$ cat src/rtl/id_ex_stage.sv
// ID/EX pipeline register for the five-stage core.
// Detects load-use hazards against the instruction currently in EX. On a
// hazard or a flush it loads a bubble into EX, and it counts the bubbles
// inserted for hazards.
module id_ex_stage (
  input  logic        clk,
  input  logic        rst,
  input  logic [1:0]  ctl_wb,
  input  logic [2:0]  ctl_mem,
  input  logic [3:0]  ctl_ex,
  input  logic [31:0] id_npc,
  input  logic [31:0] id_rdata1,
  input  logic [31:0] id_rdata2,
  input  logic [31:0] id_imm,
  input  logic [4:0]  id_rs,
  input  logic [4:0]  id_rt,
  input  logic [4:0]  id_rd,
  input  logic        flush,
  output logic [1:0]  ex_wb,
  output logic [2:0]  ex_mem,
  output logic [3:0]  ex_ex,
  output logic [31:0] ex_npc,
  output logic [31:0] ex_rdata1,
  output logic [31:0] ex_rdata2,
  output logic [31:0] ex_imm,
  output logic [4:0]  ex_rt,
  output logic [4:0]  ex_rd,
  output logic        ex_valid,
  output logic        stall,
  output logic [15:0] bubble_cnt
);

  logic [1:0]  r_wb;
  logic [2:0]  r_mem;
  logic [3:0]  r_ex;
  logic [31:0] r_npc;
  logic [31:0] r_rdata1;
  logic [31:0] r_rdata2;
  logic [31:0] r_imm;
  logic [4:0]  r_rt;
  logic [4:0]  r_rd;
  logic        r_valid;
  logic [15:0] r_bubble_cnt;

  logic w_hazard;
  logic w_bubble;
  logic w_hazard_bubble;

  // Hazard detection. Both source fields are compared for every opcode;
  // an occasional false stall is cheaper than decoding the format here.
  always_comb begin
    w_hazard        = r_mem[0] & r_valid & (r_rt != 5'd0) &
                      ((r_rt == id_rs) | (r_rt == id_rt));
    w_bubble        = w_hazard | flush;
    w_hazard_bubble = w_hazard & ~flush;
  end

  // Pipeline register. A bubble zeroes the control and destination fields
  // and leaves the data fields holding their previous values.
  always_ff @(posedge clk) begin
    if (rst) begin
      r_wb     <= '0;
      r_mem    <= '0;
      r_ex     <= '0;
      r_npc    <= '0;
      r_rdata1 <= '0;
      r_rdata2 <= '0;
      r_imm    <= '0;
      r_rt     <= '0;
      r_rd     <= '0;
      r_valid  <= 1'b0;
    end else if (w_bubble) begin
      r_wb    <= '0;
      r_mem   <= '0;
      r_ex    <= '0;
      r_rt    <= '0;
      r_rd    <= '0;
      r_valid <= 1'b0;
    end else begin
      r_wb     <= ctl_wb;
      r_mem    <= ctl_mem;
      r_ex     <= ctl_ex;
      r_npc    <= id_npc;
      r_rdata1 <= id_rdata1;
      r_rdata2 <= id_rdata2;
      r_imm    <= id_imm;
      r_rt     <= id_rt;
      r_rd     <= id_rd;
      r_valid  <= 1'b1;
    end
  end

  // Saturating count of bubbles inserted for hazards. Flush bubbles are not counted.
  always_ff @(posedge clk) begin
    if (rst) begin
      r_bubble_cnt <= '0;
    end else if (w_hazard_bubble && (r_bubble_cnt != 16'hFFFF)) begin
      r_bubble_cnt <= r_bubble_cnt + 16'd1;
    end
  end

  assign ex_wb      = r_wb;
  assign ex_mem     = r_mem;
  assign ex_ex      = r_ex;
  assign ex_npc     = r_npc;
  assign ex_rdata1  = r_rdata1;
  assign ex_rdata2  = r_rdata2;
  assign ex_imm     = r_imm;
  assign ex_rt      = r_rt;
  assign ex_rd      = r_rd;
  assign ex_valid   = r_valid;
  assign stall      = w_hazard_bubble;
  assign bubble_cnt = r_bubble_cnt;

endmodule

$ cat config.mk
export PLATFORM = sky130hd
export DESIGN_NAME = id_ex_stage
export DESIGN_NICKNAME = d
export VERILOG_FILES = /design/src/rtl/id_ex_stage.sv
export SDC_FILE = /design/constraint.sdc
export NUM_CORES = 1
export LEC_CHECK = 0
export CAP_MARGIN = 15
export CORE_ASPECT_RATIO = 1.5
export CORE_MARGIN = 2
export CORE_UTILIZATION = 30
export CTS_CLUSTER_DIAMETER = 30
export CTS_CLUSTER_SIZE = 25
export DETAILED_ROUTE_END_ITERATION = 6
export GPL_ROUTABILITY_DRIVEN = 0
export GPL_TIMING_DRIVEN = 0
export MAX_ROUTING_LAYER = met4
export PLACE_DENSITY = 0.54
export SYNTH_ARGS = -nofsm -noshare
export SYNTH_HDL_FRONTEND = slang
export SYNTH_SLANG_ARGS = --single-unit
export TNS_END_PERCENT = 10
$ cat constraint.sdc
create_clock -name clk -period 2.2 [get_ports clk]
set_clock_uncertainty 0.05 [all_clocks]
set_input_delay 0.22 -clock clk [delete_from_list [all_inputs] [get_ports clk]]
set_output_delay 0.22 -clock clk [all_outputs]
set_load 0.1 [all_outputs]
==> out/qor.csv <==
metric;value;unit
status;finished, violations left;
violated checks;setup timing;
MaxCap Viol Count;0;
antenna violations before repair;0;
Max H-tree Level;4;
Synth area leader;dfxtp_1;
Routed WL per cell;20.2;um
pwr/cell area;733;nW/um^2
worst setup path endpoint;stall;
timing-limited maximum frequency;417;MHz
worst min path class;in2reg;
Final Non-Filler Cells;1829;
Core ar.;29500;um^2
Final Cell Area;13500;um^2
syn avg cell area;8.36;um^2
switch share;0.414;
worst vdd ir;0.511;mV
DR iter-0 viols;616;
crit path max fanout;4;
num rows;77;
Reg power frac;0.347;
period utilization;1.09;
Int Power;5.79;mW
Root Buffer;clkbuf_16;
#FFs+latches synth;164;
Syn Nets;1231;
critical path class;reg2out;
Synth Warn #;0;
grt ovf;0;
Tmin final;2.40;ns
Worst R2R Setup Slack;-0.09;ns
final count of hold timing violations;0;
Final WS setup;-0.200;ns
DPL Wire Length;26800;um
pre-CTS WS;-1.33;ns
placed instance area;12800;um^2
vias after detailed routing;10140;
Critical Path RT;1.93;ns
Final #Nets;1577;
DRC errors left;0;
Reg2Reg Depth;8;
post-route ant nets;0;
PnR Total Power;9.88;mW
CP arrival;2.13;ns
Reg-to-Reg End;bubble_cnt[9];
full die area;31400;um^2
RSZ-0062 raised after global routing;true;
maximum root-to-sink buffer count;2;
Post-Syn Instances;1075;
Clock power frac;0.310;
global-route usage over all layers;0.235;
vias in the first global route;9982;
Worst slew margin;0.270;
first-pass iteration count of the detailed router;5;
commonest register cell after synthesis;dfxtp_1;
Worst-Skew Late Latency;0.44;ns
PortBufs;319;
post-cts hold buffer count;0;
sequential element share of the synthesized area;0.365;
final WL;36900;um
largest net degree at the start of global routing;17;
Async S/R FF share, synth;0;
share of cells above drive strength 1;0.105;
worst slew pin tran;1.10;ns
Crit Reg-Reg Startpoint;ex_rt[0];
TritonCTS clock tree;built;
first-pass GRT wire length;57500;um
Psw;4.09;mW
vias per inst;5.54;
Pleak;4.90;nW
area of the mapped netlist;8990;um^2
post-synthesis cell type count;42;
Initial Util;0.305;
Filler Cell Count;3032;
footprint of the multi-input gates;5180;um^2
Post-synth EDFFs;0;
Storage cell area;3350;um^2
Synth area leaders;dfxtp_1 37%, a32oi_1 12%, nand2_1 11%, nor3b_1 11%, o311ai_0 9.5%;
Num Clock Sinks;164;
combinational power share;0.343;
die width;145;um
DP Cell Count;1789;
endpoints failing setup;22;
CP startpoint kind;flop;
Slew Limit Fails;0;
# diodes;0;
share of the synthesized area in the top cell type;0.365;
Post-synth top cells;266 x nand2_1, 164 x dfxtp_1, 128 x a32oi_1, 128 x nor3b_1, 100 x clkbuf_1;
crit path launch;ex_rt[3];
IO Count;320;
Crit. End Element;output pin;
layout overhead on the synthesized area;50.0;%
most common cell in the netlist;nand2_1;
cts bufs inserted;17;
clk slew on worst S/H paths;0.07;ns
die height;216;um
logic make-up (layout without fill, tap and decap cells):
group / count (synthesis) / count (layout) / share of synthesized area
simple gates: 479 / 479 / 0.277
compound gates: 272 / 272 / 0.263
flops: 164 / 164 / 0.365
buf+inv: 138 / 497 / 0.0693
mux: 11 / 11 / 0.0136
xor+xnor: 10 / 10 / 0.00974
fa+ha+maj: 1 / 1 / 0.00139
cell usage in the layout, fill, tap and decap left out, types with 32 or more instances in the layout:
cell type        netlist  layout
a32oi_1              128     128
buf_4                 12      32
clkbuf_1             100      77
clkdlybuf4s50_1        0     164
dfxtp_1              164     141
dlygate4sd2_1          0     151
nand2_1              266     265
nor3b_1              128     128
o311ai_0              97      94
o311ai_1              32      35
what timing repair did:
action | in CTS | in global routing
setup buffers | 8 | 0
setup endpoints to repair | 285 | 153
hold endpoints to repair | 0 | 0
resized for setup | 214 | 37
pin swaps | 7 | 6
area by class of cell:
class | instances | share of cell area
multi-input combinational | 773 | 0.385
sequential | 164 | 0.249
timing repair buffer | 327 | 0.229
buffer | 136 | 0.0575
tap | 395 | 0.0367
clock buffer | 22 | 0.0344
clock inverter | 10 | 0.00891
inverter | 2 | 0.000557
metal layers:
| layer | up-vias | GRT usage | wire length [um] |
|---|---|---|---|
| met5 | - | - | 0 |
| met4 | 0 | 0.0745 | 901 |
| met3 | 50 | 0.0592 | 2340 |
| met2 | 373 | 0.414 | 19200 |
| met1 | 4877 | 0.261 | 14500 |
| li1 | 4840 | - | - |
worst max-delay path: stages, from the launching register on:
cell and delay [ns]:
dfxtp_4 0.36, or4_4 0.56, o211ai_4 0.23, buf_6 0.15, buf_8 0.09, buf_8 0.09, nor3_4 0.04, buf_12 0.17
worst min path at each step:
stage,start,to,cells after the start
2_1_floorplan,ctl_mem[0],ex_mem[0],1
4_1_cts,ctl_wb[1],ex_wb[1],2
3_5_place_dp,bubble_cnt[12],bubble_cnt[12],1
3_3_place_gp,ex_imm[22],ex_imm[22],2
5_1_grt,ctl_ex[0],ex_ex[0],2
6_report,ctl_wb[1],ex_wb[1],2
power groups by stage:
stage	clock network, mW	logic, mW	registers [mW]
floorplan	0	0.695	5.25
global placement	0	3.51	3.49
detailed placement	0	3.52	3.49
CTS	3.14	3.40	3.42
global route	3.25	3.54	3.45
finish	3.07	3.39	3.43
registers in the layout, indices dropped and copies added (netlist names):
| name | count |
|---|---|
| ex_mem | 3 |
| ex_rt | 5 |
| ex_rdata1 | 32 |
| ex_imm | 32 |
| ex_npc | 32 |
| ex_wb | 2 |
| ex_valid | 1 |
| ex_rdata2 | 32 |
| ex_rd | 5 |
| bubble_cnt | 16 |
| ex_ex | 4 |
metrics by stage:
| step | setup TNS, ns | utilization | hold slack [ns] |
|---|---|---|---|
| after floorplan | -0.329 | - | 0.291 |
| after global placement | -129.12 | 0.434 | 0.430 |
| after detailed placement | -128.44 | 0.434 | 0.427 |
| after CTS | -2.29 | 0.455 | 0.265 |
| after global routing | -11.69 | 0.457 | 0.279 |
| final | -0.582 | 0.457 | 0.283 |
(Power assumes the default switching activity.)
